### config.mk
export PLATFORM = sky130hd
export DESIGN_NAME = icache_flat
export DESIGN_NICKNAME = d
export VERILOG_FILES = /design/src/rtl/icache_if.sv /design/src/rtl/icache.sv /design/src/flat_wrapper.sv
export SDC_FILE = /design/constraint.sdc
export NUM_CORES = 1
export LEC_CHECK = 0
export CELL_PAD_IN_SITES_DETAIL_PLACEMENT = 1
export CELL_PAD_IN_SITES_GLOBAL_PLACEMENT = 1
export CORE_MARGIN = 2
export CORE_UTILIZATION = 37
export DETAILED_ROUTE_END_ITERATION = 16
export PLACE_DENSITY_LB_ADDON = 0.2
export SETUP_SLACK_MARGIN = 0.3
export SYNTH_ARGS = -nofsm -noshare
export SYNTH_HDL_FRONTEND = slang
export SYNTH_SLANG_ARGS = --single-unit
export TNS_END_PERCENT = 5
### constraint.sdc
create_clock -name CLK -period 6.31 [get_ports CLK]
set_clock_uncertainty 0.05 [all_clocks]
set_input_delay 1.262 -clock CLK [delete_from_list [all_inputs] [get_ports CLK]]
set_output_delay 1.262 -clock CLK [all_outputs]
set_load 0.1 [all_outputs]
### src/rtl/icache_if.sv
// Fetch-side and arbiter-side signals of the instruction cache, bundled.
// The slave modport is the cache's view; master is the surrounding environment.
interface icache_if;
  logic        imemREN;
  logic [31:0] imemaddr;
  logic        ihit;
  logic [31:0] imemload;
  logic        iREN;
  logic [31:0] iaddr;
  logic        iwait;
  logic [31:0] iload;

  modport slave (
    input  imemREN, imemaddr, iwait, iload,
    output ihit, imemload, iREN, iaddr
  );

  modport master (
    output imemREN, imemaddr, iwait, iload,
    input  ihit, imemload, iREN, iaddr
  );
endinterface

### src/rtl/icache.sv
// Direct-mapped, read-only instruction cache with one-word frames.
// A miss issues a single non-abortable memory read, fills the frame, then re-looks-up.
module icache #(
  parameter int NSETS = 16
) (
  input logic      CLK,
  input logic      nRST,
  icache_if.slave  bus
);
  localparam int IDXW = $clog2(NSETS);
  localparam int TAGW = 30 - IDXW;

  localparam logic [0:0] IDLE  = 1'b0;
  localparam logic [0:0] FETCH = 1'b1;

  logic [0:0]      state_q, state_d;
  logic [31:0]     miss_addr_q, miss_addr_d;
  logic            valid_q [NSETS];
  logic [TAGW-1:0] tag_q   [NSETS];
  logic [31:0]     data_q  [NSETS];

  logic [IDXW-1:0] req_idx, miss_idx;
  logic [TAGW-1:0] req_tag, miss_tag;
  logic            hit, fill;
  logic [1:0]      unused_offset;

  assign req_idx       = bus.imemaddr[IDXW+1:2];
  assign req_tag       = bus.imemaddr[31:IDXW+2];
  assign miss_idx      = miss_addr_q[IDXW+1:2];
  assign miss_tag      = miss_addr_q[31:IDXW+2];
  assign unused_offset = bus.imemaddr[1:0];

  always_comb begin
    hit         = (state_q == IDLE) && bus.imemREN && valid_q[req_idx]
                  && (tag_q[req_idx] == req_tag);
    fill        = (state_q == FETCH) && !bus.iwait;
    state_d     = state_q;
    miss_addr_d = miss_addr_q;
    if (state_q == IDLE) begin
      if (bus.imemREN && !hit) begin
        miss_addr_d = {bus.imemaddr[31:2], 2'b00};
        state_d     = FETCH;
      end
    end else if (fill) begin
      // Fill completes regardless of what the datapath presents now.
      state_d = IDLE;
    end
  end

  assign bus.ihit     = hit;
  assign bus.imemload = hit ? data_q[req_idx] : 32'h0;
  assign bus.iREN     = (state_q == FETCH);
  assign bus.iaddr    = (state_q == FETCH) ? miss_addr_q : 32'h0;

  always_ff @(posedge CLK or negedge nRST) begin
    if (!nRST) begin
      state_q     <= IDLE;
      miss_addr_q <= '0;
    end else begin
      state_q     <= state_d;
      miss_addr_q <= miss_addr_d;
    end
  end

  genvar gi;
  generate
    for (gi = 0; gi < NSETS; gi++) begin : g_frame
      logic wr_en;
      assign wr_en = fill && (int'(miss_idx) == gi);

      always_ff @(posedge CLK or negedge nRST) begin
        if (!nRST) begin
          valid_q[gi] <= 1'b0;
        end else if (wr_en) begin
          valid_q[gi] <= 1'b1;
        end
      end

      // Tag/data need no reset: they are only observed behind valid.
      always_ff @(posedge CLK) begin
        if (wr_en) begin
          tag_q[gi]  <= miss_tag;
          data_q[gi] <= bus.iload;
        end
      end
    end
  endgenerate
endmodule
### src/flat_wrapper.sv
// flat-port wrapper written by rule: the top's interface ports become plain ports
module icache_flat 
#(
  parameter int NSETS = 16
)
  (CLK, nRST, bus_imemREN, bus_imemaddr, bus_iwait, bus_iload, bus_ihit, bus_imemload, bus_iREN, bus_iaddr);
  icache_if bus_i ();
  input logic CLK;
  input logic nRST;
  input wire logic [$bits(bus_i.imemREN)-1:0] bus_imemREN;
  input wire logic [$bits(bus_i.imemaddr)-1:0] bus_imemaddr;
  input wire logic [$bits(bus_i.iwait)-1:0] bus_iwait;
  input wire logic [$bits(bus_i.iload)-1:0] bus_iload;
  output wire logic [$bits(bus_i.ihit)-1:0] bus_ihit;
  output wire logic [$bits(bus_i.imemload)-1:0] bus_imemload;
  output wire logic [$bits(bus_i.iREN)-1:0] bus_iREN;
  output wire logic [$bits(bus_i.iaddr)-1:0] bus_iaddr;
  assign bus_i.imemREN = bus_imemREN;
  assign bus_i.imemaddr = bus_imemaddr;
  assign bus_i.iwait = bus_iwait;
  assign bus_i.iload = bus_iload;
  assign bus_ihit = bus_i.ihit;
  assign bus_imemload = bus_i.imemload;
  assign bus_iREN = bus_i.iREN;
  assign bus_iaddr = bus_i.iaddr;
  icache #(.NSETS(NSETS)) u_core (.CLK(CLK), .nRST(nRST), .bus(bus_i));
endmodule
# Word-level counts from Yosys, hierarchy flattened
# Memories as Yosys holds them, arrays and structs flattened.
# Index checks and enable logic that the tools add are counted.
op_classes:
  n_reduce_logical: 55
  order_cmp: 1
  mux: 130
  bitwise_logic: 2
  n_eq_ne: 16
op_table:
  columns: ["operator", "n"]
  rows:
  - ["$mux W32", 17]
  - ["$reduce_or A32 Y1", 15]
  - ["$mux W26", 15]
  - ["$reduce_or A26 Y1", 15]
  - ["$mux W4", 30]
  - ["$mux W1", 67]
  - ["$eq A4 B4 Y1 const B", 8]
  - ["$eq A26 B26 Y1", 1]
  - ["$logic_and A1 B1 Y1", 21]
  - ["$eq A4 B3 Y1 const B", 4]
  - ["$eq A4 B2 Y1 const B", 2]
  - ["$ge A5 B5 Y1 const B", 1]
  - ["$not A4 Y5", 1]
  - ["$bmux W1 S4", 1]
  - ["$eq A4 B1 Y1 const B", 1]
  - ["$logic_not A4 Y1", 1]
  - ["$logic_not A1 Y1", 2]
  - ["$reduce_and A2 Y1", 1]
  - ["$not A1 Y1", 1]
totals:
  register_bits: 47
  elab_cells: 224
  out_inout_bits: 66
  mem_count: 2
  mem_bits_rw: 928
mem_list:
  columns: ["memory", "words", "width", "read_ports", "rd_clocked_by_memory_dff", "wr", "line", "source"]
  rows:
  - ["u_core.data_q", 16, 32, 1, 0, 1, "icache.sv:20", "logic [31:0] data_q [NSETS];"]
  - ["u_core.tag_q", 16, 26, 1, 0, 1, "icache.sv:19", "logic [TAGW-1:0] tag_q [NSETS];"]

# Depth between registers and ports, before layout
# Gate-level depths: netlist of run 1.
depth:
  depth_word: 21
  depth_mapped: 14
  depth_no_buf: 8

# Least setup slack after synthesis of run 1
# No wires, ideal clock.
synth_path:
  path_kind: "register to register"
  startpoint: "register u_core.state_q, in the netlist u_core.bus.iREN"
  endpoint: "register u_core.valid_q[14] (netlist bit)"
  t_required_ns: 6.171
  setup_time_ns: 0.089
  stages_incl_launch_ff: 5
  setup_slack_ns: -0.433
  t_arrival_ns: 6.603
  cell_sequence: "dfrtp_1 > and2_1 > nand2_1 > nor3_1 > or2_2"
synth_between:
  elab_chain_cells: 2
synth_rtl:
  columns: ["item", "line", "source"]
  rows:
  - ["start, declared", "icache.sv:16", "logic [0:0] state_q, state_d;"]
  - ["start signal, assigned", "icache.sv:60", "state_q <= state_d;"]
  - ["$logic_and A1 B1 Y1", "icache.sv:36", "fill = (state_q == FETCH) && !bus.iwait;"]
  - ["$logic_and A1 B1 Y1", "icache.sv:69", "assign wr_en = fill && (int'(miss_idx) == gi);"]
  - ["via u_core.g_frame[1].wr_en", "icache.sv:68", "logic wr_en;"]
  - ["end signal, assigned by index", "icache.sv:73", "valid_q[gi] <= 1'b0;"]
  - ["end signal, assigned by index", "icache.sv:75", "valid_q[gi] <= 1'b1;"]
  - ["end, declared", "icache.sv:18", "logic valid_q [NSETS];"]
# The timed path passes the listed nets, and every way through them passes these cells.
# A chain may end at the register's enable or synchronous reset.

# Worst setup path in the final report of run 1
layout_path:
  startpoint: "input bus_imemaddr[2]"
  endpoint: "output bus_imemload[28]"
layout_between:
  elab_chain_cells: 7
  word_cells_on_any_way: 10
layout_rtl:
  columns: ["item", "line", "source"]
  rows:
  - ["start, declared", "flat_wrapper.sv:11", "input wire logic [$bits(bus_i.imemaddr)-1:0] bus_imemaddr;"]
  - ["parallel branches: the longest is 6 deep, another holds $mem_v2 Z16 W26", null, null]
  - ["$mux W32 (*)", "icache.sv:51", "assign bus.imemload = hit ? data_q[req_idx] : 32'h0;"]
  - ["end, declared", "flat_wrapper.sv:15", "output wire logic [$bits(bus_i.imemload)-1:0] bus_imemload;"]
# Mark *: on every way between the ends. The select of a mux whose other input is x is not followed.

==> flow_summary.toml, run 1 <==
[logic_synthesis]
seq_area_frac_synth_pct = 75.8
synth_warnings = 0
yosys.area.top_type = "edfxtp_1"
yosysTopAreaCellShare_pct = 72.8
synthFlopType = "edfxtp_1"
synth_edf_count = 928
syn_area_um2 = 38300
ys_types = 62
netlist_instances = 1666
syn_area_per_cell_um2 = 23.0
synthArstFlopShare_pct = 4.82
ys_ff_latch = 975
synth.area.top_cells = "edfxtp_1, mux4_2, dfrtp_1"

[pwr]
finalPower_mw = 15.2
power_frac_comb_pct = 8.9
vdd_ir_drop_max_uv = 228
sw_frac_of_total_pct = 23.9
internal_power_mw = 11.6
power.density_nw_per_um2 = 335
leakage_nw = 14.5
seqPwrFrac_pct = 50.8
clkPwrFrac_pct = 40.3
p_switching_mw = 3.64

[drt]
drc_errors = 0
avgRoutedWirePerCell_um = 28.8
vias_per_cell = 5.32
drt_wl_total_um = 96300
drtIter0Drc = 1537
vias = 17800
firstDrtPassIters = 5
antenna_left = 0

[sta]
hold_violations = 0
worst_pin_slew_ns = 1.00
fmax_ghz = 0.172
slew_headroom_pct = 33.1
timing.final.ws_setup_ns = 0.512
finalSetupTns_ns = 0
rsz0062_at_grt = "false"
setup_viol = 0
maxSlewViolCount = 0
period_needed_ns = 5.80
layout_worst_path_cycle_share_pct = 91.9

[clock_network]
numCtsBuffers = 105
clk_path_buf_depth = 3
postCtsResizedCells = 0
cts_max_level = 3
ctsHoldBuffers = 0
cts_tree = "built"
cts-root-buf = "clkbuf_16"
cts_setup_buffers = 0
cts.sinks = 975
worstSkewPairLatency_ns = 0.69
clk_pin_slew_ns = 0.06

[worst_setup_path]
critPathMaxStageDelay_ns = 0.57
reg2reg_slack_ns = 2.78
cp-end-kind = "primary output"
cp_data_required_time_ns = 5.00
cp_num_buf_inv = 3
arrival_ns = 4.49
cp_top_family = "simple AND/OR/NAND/NOR gates"
path_class = "in2out"
cp_max_fo = 33
crit_chain = "buf_12 -> mux4_2 -> mux2i_1 -> nand2_1 -> or4_1 -> a2111oi_1 -> nor4b_2 -> nand3_2 -> buf_12 -> nor2b_1 -> buf_12"
crit_path_frequent_cell = "buf_12"
cp-start-kind = "input pin"
critPathSlowestCell = "mux4_2"

[finish]
final_common_cell = "edfxtp_1"
drive_gt1_share_pct = 29.7
final_cell_mix = "edfxtp_1, mux4_2, clkbuf_16"
fin_area_um2 = 45500
finalNonFillerCells = 3345
nFillCells = 9499
diodes = 0
nets = 1943
area_growth_syn_to_layout_pct = 18.7

[place]
dp_slack_ns = 0.363
portBuffers = 129
place_area_um2 = 41900
dpl.hpwl_um = 51400
placed_cells = 3147
place.gp.congestion = 0.733

[floorplanning]
die_h_um = 326
ios = 134
chipWidth_um = 326
initial_core_util_pct = 37.2
die-area_um2 = 106000
rows = 118
core_um2 = 103000

[grt]
grt_first_pass_wirelength_um = 140000
gr-total-overflow = 0
track_usage_pct = 18.2
grt_start_max_net_pins = 53
grt_pass1_vias = 19400
antenna_found_initial = 7

[worst_hold_path]
hold_class = "reg2reg"

[job]
maxCapViolCount = 0

[run_status]
status = "completed"
## path summary, 6_finish.rpt
| check | startpoint | to | depth (start not counted) |
|---|---|---|---|
| max | bus_imemaddr[2] | bus_imemload[28] | 11 |
| max in group asynchronous | nRST | u_core.bus.iREN$_DFF_PN0_ | 2 |
| min reg2reg | u_core.valid_q[6]$_DFFE_PN0P_ | u_core.valid_q[6]$_DFFE_PN0P_ | 1 |
| max reg2reg | u_core.tag_q[8][8]$_DFFE_PP_ | u_core.miss_addr_q[31]$_DFFE_PN0P_ | 9 |
| min | u_core.valid_q[6]$_DFFE_PN0P_ | u_core.valid_q[6]$_DFFE_PN0P_ | 1 |
| min in group asynchronous | nRST | u_core.miss_addr_q[24]$_DFFE_PN0P_ | 2 |
## worst register-to-register path: stages (launching register included)
cell and delay [ns]:
edfxtp_1 0.37, mux4_2 0.49, and4b_1 0.22, nor4_1 0.49, o21a_1 0.26, a211o_1 0.13, nor4_2 0.06, a21boi_4 0.56
buf_4 0.39, mux2_2 0.38
## state kept, by name, indices dropped and copies added (netlist names)
| name | count |
|---|---|
| u_core.bus.iREN | 1 |
| u_core.data_q | 512 |
| u_core.miss_addr_q | 30 |
| u_core.tag_q | 416 |
| u_core.valid_q | 16 |
## per-layer routing
layer,share of wire (%),vias to the layer above,global-route usage (%)
li1,-,7449,-
met1,44,9766,25.2
met2,49,418,30.1
met3,4.4,136,3.23
met4,1.9,10,4.34
met5,0.069,-,0
## cell type report
type,count,area [um^2],area share (%)
clock buffers,128,2800,6.17
well taps,1380,1730,3.80
clock inverters,69,664,1.46
multi-input cells,601,8860,19.5
inverters,2,7.51,0.0165
flip-flops and latches,975,29000,63.9
repair buffers,190,2370,5.21
## power groups by stage
stage,Sequential (mW),Combinational [mW],Clock (mW)
after CTS,7.74,1.39,6.27
after detailed placement,7.87,1.38,0
after floorplan,7.77,0.906,0
after global placement,7.83,1.37,0
after global routing,7.77,1.44,6.50
final,7.74,1.36,6.13
## per-stage QoR
stage	hold WS, ns	utilization (%)
floorplan	0.380	-
global placement	0.393	40.7
detailed placement	0.398	40.7
CTS	0.412	44.1
global route	0.420	44.1
finish	0.406	44.1
## synthesized netlist by cell type (all sizes together), types with 2 or more instances
master,number
nand2b,5
nor4b,3
nand2,17
nand3,4
dfrtp,47
nor3,7
a21o,2
clkbuf,18
a21oi,5
a22o,3
nand4,7
dlygate4sd1,2
a2111oi,3
and4b,2
a221oi,4
nor4,4
mux2,31
mux4,266
a211o,2
xnor2,23
o22ai,2
and2,32
and3,3
nor3b,4
inv,2
a22oi,5
nor2b,37
xor2,14
and4,2
buf,69
nor2,20
edfxtp,928
or2,17
nand4b,2
mux2i,59
## cells by family (layout without fill, tap and decap cells)
logic type      after synthesis  in the layout  share of synthesized area [%]
xor+xnor                     37             37                          0.846
compound gates               36             36                          0.778
simple gates                170            170                           2.62
other cells                   1              2                        0.00979
flops                       975            975                           75.8
buf+inv                      91            389                           1.39
mux                         356            356                           18.5
Note: power is estimated with default switching activity, not from simulation.
==> run 2: changes to the inputs <==
- CTS_CLUSTER_DIAMETER: unset -> 50
==> run 2 against run 1 <==
Against the previous run: critical path type unchanged; flip-flop and latch count did not move; combinational power barely moved; fmax fell by 0.17%; final area rose by 0.29%; cell count rose by 0.30%; power rose by 0.93%; first-iteration DRC count rose by 2.2%; largest power group unchanged; wire length fell by 0.21%.
==> flow_summary.toml, run 2 (synthesis gave the netlist of run 1 again) <==
[worst_setup_path]
cp-start-kind = "input pin"
cp_max_fo = 34
path_class = "in2out"
cp_data_required_time_ns = 5.00
cp-end-kind = "primary output"
arrival_ns = 4.50

[floorplanning]
ios = 134
chipWidth_um = 326
die_h_um = 326
die-area_um2 = 106000
core_um2 = 103000
initial_core_util_pct = 37.2
rows = 118

[drt]
vias = 17900
drc_errors = 0
vias_per_cell = 5.32
avgRoutedWirePerCell_um = 28.6
drt_wl_total_um = 96100
antenna_left = 0
drtIter0Drc = 1571
firstDrtPassIters = 5

[grt]
grt_start_max_net_pins = 53
gr-total-overflow = 0
grt_first_pass_wirelength_um = 140000
track_usage_pct = 18.2
antenna_found_initial = 6
grt_pass1_vias = 19500

[sta]
hold_violations = 0
fmax_ghz = 0.172
finalSetupTns_ns = 0
rsz0062_at_grt = "false"
slew_headroom_pct = 33.1
layout_worst_path_cycle_share_pct = 92.0
period_needed_ns = 5.81
maxSlewViolCount = 0
setup_viol = 0
worst_pin_slew_ns = 1.00

[finish]
area_growth_syn_to_layout_pct = 19.1
final_cell_mix = "edfxtp_1, mux4_2, clkbuf_16"
top_regs = "u_core.data_q: 512 flops, u_core.tag_q: 416 flops, u_core.miss_addr_q: 30 flops"
drive_gt1_share_pct = 29.8
finalNonFillerCells = 3355
nFillCells = 9514
largest-register = "u_core.data_q"
nets = 1949
final_common_cell = "edfxtp_1"
largest_reg_flops = 512

[pwr]
seqPwrFrac_pct = 50.3
vdd_ir_drop_max_uv = 284
power_frac_comb_pct = 8.9
p_switching_mw = 3.70
sw_frac_of_total_pct = 24.1
power.density_nw_per_um2 = 337
leakage_nw = 14.6
internal_power_mw = 11.7
clkPwrFrac_pct = 40.8

[clock_network]
cts.sinks = 975
cts_setup_buffers = 0
ctsHoldBuffers = 0
worstSkewPairLatency_ns = 0.70
clk_pin_slew_ns = 0.06
clk_path_buf_depth = 3
numCtsBuffers = 111
cts-root-buf = "clkbuf_16"
cts_max_level = 3
cts_tree = "built"
postCtsResizedCells = 0

[place]
placed_cells = 3147
dpl.hpwl_um = 51400
place.gp.congestion = 0.733
portBuffers = 129

[worst_hold_path]
hold_class = "reg2reg"

[run_status]
status = "completed"

[job]
maxCapViolCount = 0
-- run 2: area by class of cell --
| class | instances | area (um^2) | share of cell area (%) |
|---|---|---|---|
| Antenna cell | 2 | 5.00 | 0.0110 |
| Clock buffer | 150 | 3000 | 6.57 |
| Clock inverter | 55 | 598 | 1.31 |
| Inverter | 2 | 7.51 | 0.0165 |
| Multi-Input combinational cell | 601 | 8860 | 19.4 |
| Sequential cell | 975 | 29000 | 63.7 |
| Tap cell | 1380 | 1730 | 3.79 |
| Timing Repair Buffer | 190 | 2370 | 5.19 |
-- run 2: layer usage --
layer	track usage [%]	part of all wire [%]
met3	3.11	4.0
met1	25.4	45
met4	4.03	1.8
met5	0	0.057
met2	30.1	49
-- run 2: worst paths after layout --
path | startpoint | to | cells after the start | slack [ns]
max | bus_imemaddr[2] | bus_imemload[28] | 11 | 0.50
min | u_core.valid_q[6]$_DFFE_PN0P_ | u_core.valid_q[6]$_DFFE_PN0P_ | 1 | 0.41
max reg2reg | u_core.tag_q[8][8]$_DFFE_PP_ | u_core.miss_addr_q[31]$_DFFE_PN0P_ | 9 | 2.78
min reg2reg | u_core.valid_q[6]$_DFFE_PN0P_ | u_core.valid_q[6]$_DFFE_PN0P_ | 1 | 0.41
max in group asynchronous | nRST | u_core.bus.iREN$_DFF_PN0_ | 2 | 4.93
min in group asynchronous | nRST | u_core.miss_addr_q[24]$_DFFE_PN0P_ | 2 | 0.71
-- run 2: power groups by stage --
stage          combinational (mW)  sequential (mW)  clock [mW]
4_1_cts                      1.39             7.74        6.42
5_1_grt                      1.44             7.77        6.64
3_5_place_dp                 1.38             7.87           0
3_3_place_gp                 1.37             7.83           0
6_report                     1.36             7.74        6.27
2_1_floorplan               0.906             7.77           0
-- run 2: per-stage QoR --
stage	hold slack (ns)	cell area, um^2	total power [mW]	setup WS [ns]	utilization, %
after CTS	0.412	45500	15.5	0.331	44.2
final	0.407	45600	15.4	0.502	44.3
after detailed placement	0.398	41900	9.25	0.363	40.7
after floorplan	0.380	38300	8.68	0.0452	-
after global placement	0.393	41900	9.20	0.382	40.7
after global routing	0.420	45600	15.9	0.311	44.2
-- run 2: worst max-delay path: stages --
cell       delay (ns)
buf_12           0.25
mux4_2           0.57
mux2i_1          0.22
nand2_1          0.09
or4_1            0.54
a2111oi_1        0.32
nor4b_2          0.33
nand3_2          0.16
buf_12           0.20
nor2b_1          0.26
buf_12           0.21
==> run 3: changes to the inputs <==
- CAP_MARGIN: unset -> 20
- CORE_MARGIN: 2 -> unset
- CTS_CLUSTER_SIZE: unset -> 16
==> run 3 against run 2 <==
Against the previous run: critical path depth grew 2; wire length increased by 0.74%; cell count about the same; register-to-register slack improved by 0.16 ns; largest power group unchanged.
==> flow_summary.toml, run 3 (synthesis gave the netlist of run 1 again) <==
[run_status]
status = "completed"

[clock_network]
clk_path_buf_depth = 3
numCtsBuffers = 105
clk_pin_slew_ns = 0.06
cts-root-buf = "clkbuf_16"
worstSkewPairLatency_ns = 0.68
cts_tree = "built"
cts.sinks = 975
ctsHoldBuffers = 0
cts_max_level = 3

[sta]
period_needed_ns = 5.80
rsz0062_at_grt = "false"
setup_viol = 0
finalSetupTns_ns = 0
worst_pin_slew_ns = 1.07
hold_violations = 0
slew_headroom_pct = 28.8
layout_worst_path_cycle_share_pct = 91.9
fmax_ghz = 0.173
maxSlewViolCount = 0

[pwr]
leakage_nw = 14.7
vdd_ir_drop_max_uv = 247
power.density_nw_per_um2 = 337

[drt]
drc_errors = 0
firstDrtPassIters = 4
drt_wl_total_um = 96800
avgRoutedWirePerCell_um = 28.9
antenna_left = 0
drtIter0Drc = 1544
vias_per_cell = 5.33
vias = 17900

[worst_hold_path]
hold_class = "reg2reg"

[finish]
fin_area_um2 = 45900
final_common_cell = "edfxtp_1"
top_regs = "u_core.data_q: 512 flops, u_core.tag_q: 416 flops, u_core.miss_addr_q: 30 flops"
multi_input_area_um2 = 8900
finalNonFillerCells = 3356
drive_gt1_share_pct = 32.0
area_growth_syn_to_layout_pct = 19.7
final_cell_mix = "edfxtp_1, mux4_2, clkbuf_16"
largest-register = "u_core.data_q"
seq_area_um2 = 29000
nFillCells = 9376
nets = 1967
largest_reg_flops = 512

[floorplanning]
die_h_um = 324
initial_core_util_pct = 37.5
chipWidth_um = 324
rows = 117
core_um2 = 102000
die-area_um2 = 105000
ios = 134

[grt]
grt_first_pass_wirelength_um = 139000
track_usage_pct = 18.7
grt_pass1_vias = 19600
grt.busiest_layer = "met2"
gr-total-overflow = 0
met3_usage_pct = 3.36
grt_start_max_net_pins = 56
grt_use_met1_pct = 25.3
grt_use_met2_pct = 31.4
antenna_found_initial = 5

[worst_setup_path]
cp-start-kind = "input pin"
cp_data_required_time_ns = 5.00
arrival_ns = 4.48
cp_max_fo = 29
cp-end-kind = "primary output"
path_class = "in2out"
reg2reg_slack_ns = 2.94

[job]
maxCapViolCount = 0

[place]
place_area_um2 = 42100
portBuffers = 129
dpl.hpwl_um = 51800
place.gp.congestion = 0.733
placed_cells = 3159
## run 3: cell count changes in the layout (fill, tap and decap cells not counted), moves of 5 or more
cell       previous run  this run
clkbuf_16           113       107
clkbuf_1             33         6
clkinv_8              1         6
buf_4                42        64
inv_6                 3        16
## run 3: path summary, 6_finish.rpt
path	start	endpoint	cells past startpoint
min in group asynchronous	nRST	u_core.miss_addr_q[17]$_DFFE_PN0P_	2
worst max-delay path	bus_imemaddr[3]	bus_imemload[16]	13
worst min-delay path	u_core.valid_q[7]$_DFFE_PN0P_	u_core.valid_q[7]$_DFFE_PN0P_	1
worst min register to register	u_core.valid_q[7]$_DFFE_PN0P_	u_core.valid_q[7]$_DFFE_PN0P_	1
worst max register to register	u_core.bus.iREN$_DFF_PN0_	u_core.data_q[6][13]$_DFFE_PP_	5
max in group asynchronous	nRST	u_core.bus.iREN$_DFF_PN0_	2
## run 3: layout make-up
cell class                 instances  area share [%]
sequential                       975            63.3
tap                             1368            3.73
clock buffer                     115            5.92
inverter                           2          0.0164
multi-input combinational        601            19.4
antenna                            1         0.00546
timing repair buffer             214            5.64
clock inverter                    80            1.94
## run 3: routing by layer
| layer | vias to the layer above | wire length (um) |
|---|---|---|
| li1 | 7502 | - |
| met1 | 9818 | 42500 |
| met2 | 407 | 48200 |
| met3 | 144 | 4090 |
| met4 | 10 | 1930 |
| met5 | - | 65 |
## run 3: where the power goes
group          internal (mW)  switching (mW)  total, mW  leakage [nW]
registers               7.48           0.239       7.72          8.90
clock network           3.64            2.70       6.33          1.75
logic                  0.540           0.841       1.38          4.08
total                   11.7            3.78       15.4          14.7
## run 3: through the flow
stage | utilization [%] | total power [mW] | worst slack, ns | hold slack, ns
after global placement | 41.2 | 9.20 | 0.241 | 0.394
after global routing | 44.9 | 15.9 | 0.308 | 0.433
after CTS | 44.8 | 15.6 | 0.311 | 0.414
final | 44.9 | 15.4 | 0.513 | 0.412
after detailed placement | 41.2 | 9.26 | 0.262 | 0.399
after floorplan | - | 8.68 | 0.0452 | 0.380
## run 3: critical path, stage by stage
cell and delay, ns:
buf_16 0.21, mux4_2 0.57, mux2i_4 0.20, o32ai_1 0.11
or4_1 0.53, a2111oi_2 0.24, nor4b_2 0.28, nand3_2 0.14
buf_12 0.19, buf_4 0.20, nor2b_1 0.18, buf_4 0.17
buf_12 0.17
## run 3: timing repair
action                                  in CTS  in global routing
endpoints found under the setup margin       8                 16
cloned                                       0                  1
setup buffers                                0                  0
resized for setup                            4                 13
